`src/rtl/fwd_hazard_unit_pkg.sv`:
```
// Shared constants and helpers for the forwarding / hazard unit.
// Default geometry matches the classic 5-stage pipeline with a 32-entry regfile.
package fwd_hazard_unit_pkg;

   localparam int unsigned DEF_NUM_STG = 3;
   localparam int unsigned DEF_RA_W    = 5;

   // Operand mux select value meaning "take the register file read".
   localparam int unsigned FWD_RF = 0;

   function automatic int unsigned sel_w(input int unsigned num_stg);
      return $clog2(num_stg + 1);
   endfunction

endpackage

```
`src/rtl/fwd_hazard_unit_sel.sv`:
```
// Per-operand priority encoder: picks the youngest forwarding stage whose
// destination matches the source register (register 0 never forwards).
module fwd_sel_prio
   import fwd_hazard_unit_pkg::*;
#(
   parameter int unsigned NUM_STG = DEF_NUM_STG,
   parameter int unsigned RA_W    = DEF_RA_W,
   parameter int unsigned SEL_W   = sel_w(NUM_STG)
) (
   input  logic [RA_W-1:0]         src_i,
   input  logic [NUM_STG-1:0]      stg_we_i,
   input  logic [NUM_STG*RA_W-1:0] stg_rd_i,
   output logic [SEL_W-1:0]        sel_o
);

   // Scan oldest to youngest so the youngest match is the last assignment.
   always_comb begin
      sel_o = SEL_W'(FWD_RF);
      if (src_i != '0) begin
         for (int unsigned k = NUM_STG; k > 0; k--) begin
            if (stg_we_i[k-1] && (stg_rd_i[(k-1)*RA_W +: RA_W] == src_i)) begin
               sel_o = SEL_W'(k);
            end
         end
      end
   end

endmodule

```
`src/rtl/fwd_hazard_unit.sv`:
```
// EX operand forwarding plus ID interlock (load-use, long-latency RAW/WAW,
// outstanding-op limit) with a busy scoreboard and saturating stall counter.
module fwd_hazard_unit
   import fwd_hazard_unit_pkg::*;
#(
   parameter int unsigned NUM_SRC = 2,
   parameter int unsigned NUM_STG = DEF_NUM_STG,
   parameter int unsigned RA_W    = DEF_RA_W,
   parameter int unsigned MAX_OUT = 4,
   parameter int unsigned CNT_W   = 16,
   parameter int unsigned SEL_W   = sel_w(NUM_STG)
) (
   input  logic                           clk,
   input  logic                           rst_n,
   input  logic                           id_valid,
   input  logic [NUM_SRC*RA_W-1:0]        id_src,
   input  logic [NUM_SRC-1:0]             id_src_used,
   input  logic [RA_W-1:0]                id_rd,
   input  logic                           id_we,
   input  logic                           id_long,
   input  logic [NUM_SRC*RA_W-1:0]        ex_src,
   input  logic [NUM_STG-1:0]             stg_we,
   input  logic [NUM_STG*RA_W-1:0]        stg_rd,
   input  logic [NUM_STG-1:0]             stg_rdy,
   input  logic                           lu_done,
   input  logic [RA_W-1:0]                lu_rd,
   input  logic                           flush,
   output logic [NUM_SRC*SEL_W-1:0]       fwd_sel,
   output logic                           id_stall,
   output logic [2**RA_W-1:0]             busy_vec,
   output logic [$clog2(MAX_OUT+1)-1:0]   out_cnt,
   output logic [CNT_W-1:0]               stall_cnt
);

   localparam int unsigned OC_W = $clog2(MAX_OUT + 1);

   logic [2**RA_W-1:0] busy_q, busy_d;
   logic [OC_W-1:0]    out_cnt_q, out_cnt_d;
   logic [CNT_W-1:0]   stall_cnt_q, stall_cnt_d;
   logic               hazard, issue, long_issue, lu_ret;
   logic [RA_W-1:0]    src;
   logic               unused_rdy;

   // Only stage 1 can still be waiting on a load; older stages are complete.
   assign unused_rdy = &{1'b0, stg_rdy};

   for (genvar s = 0; s < NUM_SRC; s++) begin : g_fwd
      fwd_sel_prio #(
         .NUM_STG (NUM_STG),
         .RA_W    (RA_W),
         .SEL_W   (SEL_W)
      ) u_prio (
         .src_i    (ex_src[s*RA_W +: RA_W]),
         .stg_we_i (stg_we),
         .stg_rd_i (stg_rd),
         .sel_o    (fwd_sel[s*SEL_W +: SEL_W])
      );
   end

   always_comb begin
      hazard = 1'b0;
      src    = '0;
      for (int unsigned s = 0; s < NUM_SRC; s++) begin
         src = id_src[s*RA_W +: RA_W];
         if (id_src_used[s] && (src != '0)) begin
            if (stg_we[0] && (stg_rd[RA_W-1:0] == src) && !stg_rdy[0]) begin
               hazard = 1'b1;
            end
            // A write-back landing this cycle reaches ID through regfile write-through.
            if (busy_q[src] && !(lu_done && (lu_rd == src))) begin
               hazard = 1'b1;
            end
         end
      end
      if (id_we && (id_rd != '0) && busy_q[id_rd]) begin
         hazard = 1'b1;
      end
      if (id_long && (out_cnt_q == OC_W'(MAX_OUT)) && !lu_done) begin
         hazard = 1'b1;
      end
   end

   assign id_stall   = id_valid & ~flush & hazard;
   assign issue      = id_valid & ~id_stall & ~flush;
   assign long_issue = issue & id_long;
   assign lu_ret     = lu_done & (out_cnt_q != '0);

   // Clear before set so a same-cycle set on the completing register wins.
   always_comb begin
      busy_d = busy_q;
      if (lu_ret) begin
         busy_d[lu_rd] = 1'b0;
      end
      if (long_issue && id_we && (id_rd != '0)) begin
         busy_d[id_rd] = 1'b1;
      end
   end

   always_comb begin
      out_cnt_d = out_cnt_q;
      if (long_issue && !lu_ret) begin
         out_cnt_d = out_cnt_q + OC_W'(1);
      end else if (!long_issue && lu_ret) begin
         out_cnt_d = out_cnt_q - OC_W'(1);
      end
      stall_cnt_d = stall_cnt_q;
      if (id_stall && (stall_cnt_q != '1)) begin
         stall_cnt_d = stall_cnt_q + CNT_W'(1);
      end
   end

   always_ff @(posedge clk or negedge rst_n) begin
      if (!rst_n) begin
         busy_q      <= '0;
         out_cnt_q   <= '0;
         stall_cnt_q <= '0;
      end else begin
         busy_q      <= busy_d;
         out_cnt_q   <= out_cnt_d;
         stall_cnt_q <= stall_cnt_d;
      end
   end

   assign busy_vec  = busy_q;
   assign out_cnt   = out_cnt_q;
   assign stall_cnt = stall_cnt_q;

   a_lu_done_ok : assert property (@(posedge clk) disable iff (!rst_n)
                                   !(lu_done && (out_cnt_q == '0)));

endmodule

```
`config.mk`:
```
export PLATFORM = sky130hd
export DESIGN_NAME = fwd_hazard_unit
export DESIGN_NICKNAME = d
export VERILOG_FILES = /design/src/rtl/fwd_hazard_unit_pkg.sv /design/src/rtl/fwd_hazard_unit_sel.sv /design/src/rtl/fwd_hazard_unit.sv
export SDC_FILE = /design/constraint.sdc
export NUM_CORES = 1
export LEC_CHECK = 0
export ABC_AREA = 0
export CAP_MARGIN = 10
export CELL_PAD_IN_SITES_DETAIL_PLACEMENT = 1
export CELL_PAD_IN_SITES_GLOBAL_PLACEMENT = 1
export CORE_UTILIZATION = 37
export DETAILED_ROUTE_END_ITERATION = 8
export PLACE_DENSITY_LB_ADDON = 0.1
export SYNTH_ARGS = -nofsm -noshare
export SYNTH_HDL_FRONTEND = slang
export SYNTH_SLANG_ARGS = --single-unit
```
`constraint.sdc`:
```
create_clock -name clk -period 3.6 [get_ports clk]
set_input_delay 0.72 -clock clk [delete_from_list [all_inputs] [get_ports clk]]
set_output_delay 0.72 -clock clk [all_outputs]
set_load 0.02 [all_outputs]
```
==> results by stage <==
Drt:
- The DRC violation count after routing is 0.
- The first detailed-routing pass took 4 iterations.
- For this block, the via count after detailed routing is 4,050.
- The total routed wirelength is 15,300 microns.
- The initial DRC count is 191.
- The vias per cell is 5.83.
- The number of nets with antenna violations after routing is 0.
- After detailed routing, the average wire length per cell comes to 22.0 microns.

CTS:
- Buffers inserted during clock tree synthesis total 5.
- The clock passes through at most 2 buffers.
- The number of buffers inserted by hold repair at cts is 0.
- For this design, the sink count on the clock tree is 51.
- The buffer type at the clock tree root is sky130_fd_sc_hd__clkbuf_8.
- The clock insertion delay at the later pin of the skew report is 330 ps.
- TritonCTS built the clock tree.
- Clock-pin slew was measured on the worst setup and hold paths at 110 ps.
- The number of levels the H-tree was split into is 2.

Yosys:
- In the synthesized netlist, the cells that appear most often are sky130_fd_sc_hd__dfrtp_1 (51), sky130_fd_sc_hd__xor2_1 (48), sky130_fd_sc_hd__o21ai_0 (44).
- The average instance in the mapped netlist occupies 9.94 sq um.
- In the post-synthesis netlist, the biggest area contributors are sky130_fd_sc_hd__dfrtp_1 (32%), sky130_fd_sc_hd__mux4_2 (11%), sky130_fd_sc_hd__xor2_1 (11%), sky130_fd_sc_hd__o21ai_0 (5.5%), sky130_fd_sc_hd__xnor2_1 (4.2%).
- In this run, synthesis produced a sequential element count of 51.
- The gate count after technology mapping is 400.
- Summed over its instances, the top area cell type makes up 32.1% of the synthesized netlist area.
- sky130_fd_sc_hd__dfrtp_1 takes more of the synthesized area than any other cell.
- The part of the Yosys area used for sequential elements is 32.1%.
- The fraction of synthesis flops using an asynchronous set or reset pin is 100%.
- The dominant cell by count in the synthesized netlist is sky130_fd_sc_hd__dfrtp_1.
- The unique cell type count in the Yosys netlist is 56.
- In this run the cell area of the synthesized design comes to 3980 sq um.
- The total nets after synthesis is 463.
- The count of warnings emitted by yosys is 0.
- The number of enable flip-flop cells after synthesis is 0.
- For this run, the leading register cell type out of synthesis is sky130_fd_sc_hd__dfrtp_1.

Finish:
- The area growth from synthesis to layout is 45.1%.
- In the final design database the tool counted 621 nets.
- The ratio of cells with drive above 1 in the final layout is 19.7%.
- The antenna diode instance count is 0.
- The count of cells in the finished layout, fillers not included, comes to 695.

Worst setup path:
- Data on the critical path arrives at its endpoint at 2800 ps.
- Among all stages on the critical path, the largest delay is contributed by sky130_fd_sc_hd__clkdlybuf4s50_1.
- The largest incremental delay on the critical path is 610 ps.
- The most repeated library cell on the critical path is sky130_fd_sc_hd__clkdlybuf4s50_1.
- Traced cell by cell, the critical path runs through clkdlybuf4s50_1, buf_4, xor2_1, nor4_1, and3_1, a21oi_1, nor2_1, clkdlybuf4s50_1.
- The worst setup path is launched from a primary input.
- The worst setup path is of the primary input to primary output kind.
- The endpoint required time on the critical path is 2880 ps.
- The worst setup path is captured at a primary output.
- Along the worst path, the maximum fanout reaches 3.

Floorplan:
- The initial core utilization is 38.4%.
- The horizontal extent of the die is 106 microns.
- The die covers 11,200 sq um.
- The core area is 10,400 sq um.
- The initialized floorplan defines 37 standard-cell rows.
- The floorplan step set the die height to 106 microns.
- The boundary pin count is 116.

STA:
- The share of the cycle needed by the critical path after routing is 97.9%.
- The worst pin sits at a relative slew slack of 40.3%.
- Setup repair after global routing could not meet its margin everywhere.
- Adding up every negative setup slack in the final design gives 0 ps.
- The final max-slew violation count was 0.
- The worst clock skew is 13.3 ps.
- On the final layout, the worst hold slack is 500 ps.
- The slew at the pin closest to its max-slew limit is 896 ps.
- The clock period minus worst slack is 3520 ps.
- The number of hold-slack violations in the final timing report is 0.
- Derived from the worst setup path, the maximum achievable clock frequency is 284 MHz.
- The number of setup violations in the final report is 0.

Global route:
- The via count of the first global-routing pass is 4,318.
- The overall routing resource usage is 27.9%.
- The initial antenna violation count is 0.
- Global routing finished with a remaining overflow of 0.
- The first-pass GRT wire length is 23,900 microns.
- The pin count of the biggest net entering global routing is 39.

Status:
- The run finished with clean final reports.

Power:
- The analysis attributes to cell leakage a power of 2.41 nW.
- Across the VDD grid, the largest voltage drop is 0.186 mV.
- In this run the power density over the cells is 317 nW/um^2.
- Total power for the finished layout comes to 1.83 mW.

Flow run:
- The tool flagged a number of max-cap violations equal to 0.

Place:
- The count of input and output buffers is 113.
- At the end of routability-driven placement, the weighted congestion stood at 0.911.
- The HPWL after detailed placement is 11,400 microns.
- In this run, placement finished with an instance count of 684.

Hold path:
- The class of the tightest hold or removal check is flip-flop to flip-flop.
logic make-up (layout without fill, tap and decap cells):
group                      after synthesis  count (layout)  synth area share [%]
xor gates and xnor gates                68              68                  15.2
muxes                                   32              32                  14.5
buffers and inverters                   27             186                  4.03
DFF                                     51              51                  32.1
and+or+nand+nor                        132             132                  18.9
adders and majority gates                3               3                  1.13
AOI/OAI and AO/OA                       87              87                  14.1
state kept, by name, indices dropped and copies added (netlist names):
signal	count
stall_cnt	16
out_cnt	3
busy_vec	32
routing by layer:
layer  track usage, %  share of wire [%]
met1             36.5                 43
met2             46.7                 48
met3             3.90                5.9
met4             10.4                2.9
met5                0                  0
power breakdown:
group          switching, mW  internal [mW]
Clock                  0.226          0.145
Sequential             0.105          0.636
Combinational          0.352          0.367
Total                  0.683           1.15
timing repair:
action | CTS | global route
buffers inserted | 2 | 0
setup endpoints to repair | 3 | 6
gates cloned | 1 | 0
gates resized for setup | 14 | 10
hold endpoints to repair | 0 | 0
pin swaps | 4 | 1
worst max-delay path, delay by kind of cell:
kind                      cells  cell delay [ps]
AOI/OAI and AO/OA             1               50
xor gates and xnor gates      1              150
buffers and inverters         3             1300
and+or+nand+nor               3              580
metrics by stage:
stage / util [%] / worst slack, ps / instance area [sq um]
2_1_floorplan: - / 114 / 3980
3_3_place_gp: 54.0 / -456 / 5600
3_5_place_dp: 54.0 / -484 / 5600
4_1_cts: 55.5 / 27.6 / 5750
5_1_grt: 55.7 / -55.4 / 5770
6_report: 55.7 / 77.1 / 5770
area by class of cell:
class | instances | area (sq um)
repair buffers | 174 | 1660
flip-flops and latches | 51 | 1280
well taps | 136 | 170
multi-input cells | 322 | 2560
inverters | 4 | 15.0
clock inverters | 3 | 27.5
fillers | 1197 | 4600
clock buffers | 5 | 68.8
placed cells by master (no fill, tap or decap), types with 5 or more instances in the layout:
master / synthesis / layout
sky130_fd_sc_hd__o31ai_1: 20 / 20
sky130_fd_sc_hd__nor3_1: 9 / 8
sky130_fd_sc_hd__xor2_1: 48 / 48
sky130_fd_sc_hd__nand2_1: 25 / 25
sky130_fd_sc_hd__o21ai_0: 44 / 41
sky130_fd_sc_hd__nor4_1: 13 / 13
sky130_fd_sc_hd__clkdlybuf4s50_1: 0 / 102
sky130_fd_sc_hd__xnor2_1: 19 / 19
sky130_fd_sc_hd__nor2_1: 17 / 17
sky130_fd_sc_hd__dfrtp_1: 51 / 51
sky130_fd_sc_hd__nor2b_1: 8 / 8
sky130_fd_sc_hd__mux2_2: 6 / 6
sky130_fd_sc_hd__and3_1: 7 / 7
sky130_fd_sc_hd__nand3b_1: 11 / 11
sky130_fd_sc_hd__or4_1: 6 / 6
sky130_fd_sc_hd__mux4_2: 20 / 20
sky130_fd_sc_hd__clkbuf_8: 0 / 5
sky130_fd_sc_hd__nand3_1: 10 / 10
sky130_fd_sc_hd__buf_4: 3 / 54
sky130_fd_sc_hd__mux2i_1: 6 / 6
worst paths after layout:
path | from | to | slack [ps] | cells after the start
min in group asynchronous | rst_n | busy_vec[31]$_DFF_PN0_ | 510 | 1
worst max-delay path | stg_rd[4] | fwd_sel[2] | 80 | 8
worst max register to register | busy_vec[19]$_DFF_PN0_ | out_cnt[2]$_DFFE_PN0P_ | 400 | 13
worst min register to register | stall_cnt[5]$_DFFE_PN0P_ | stall_cnt[5]$_DFFE_PN0P_ | 500 | 1
max in group asynchronous | rst_n | stall_cnt[15]$_DFFE_PN0P_ | 2350 | 2
worst min-delay path | stall_cnt[5]$_DFFE_PN0P_ | stall_cnt[5]$_DFFE_PN0P_ | 500 | 1
(Power assumes the default switching activity.)
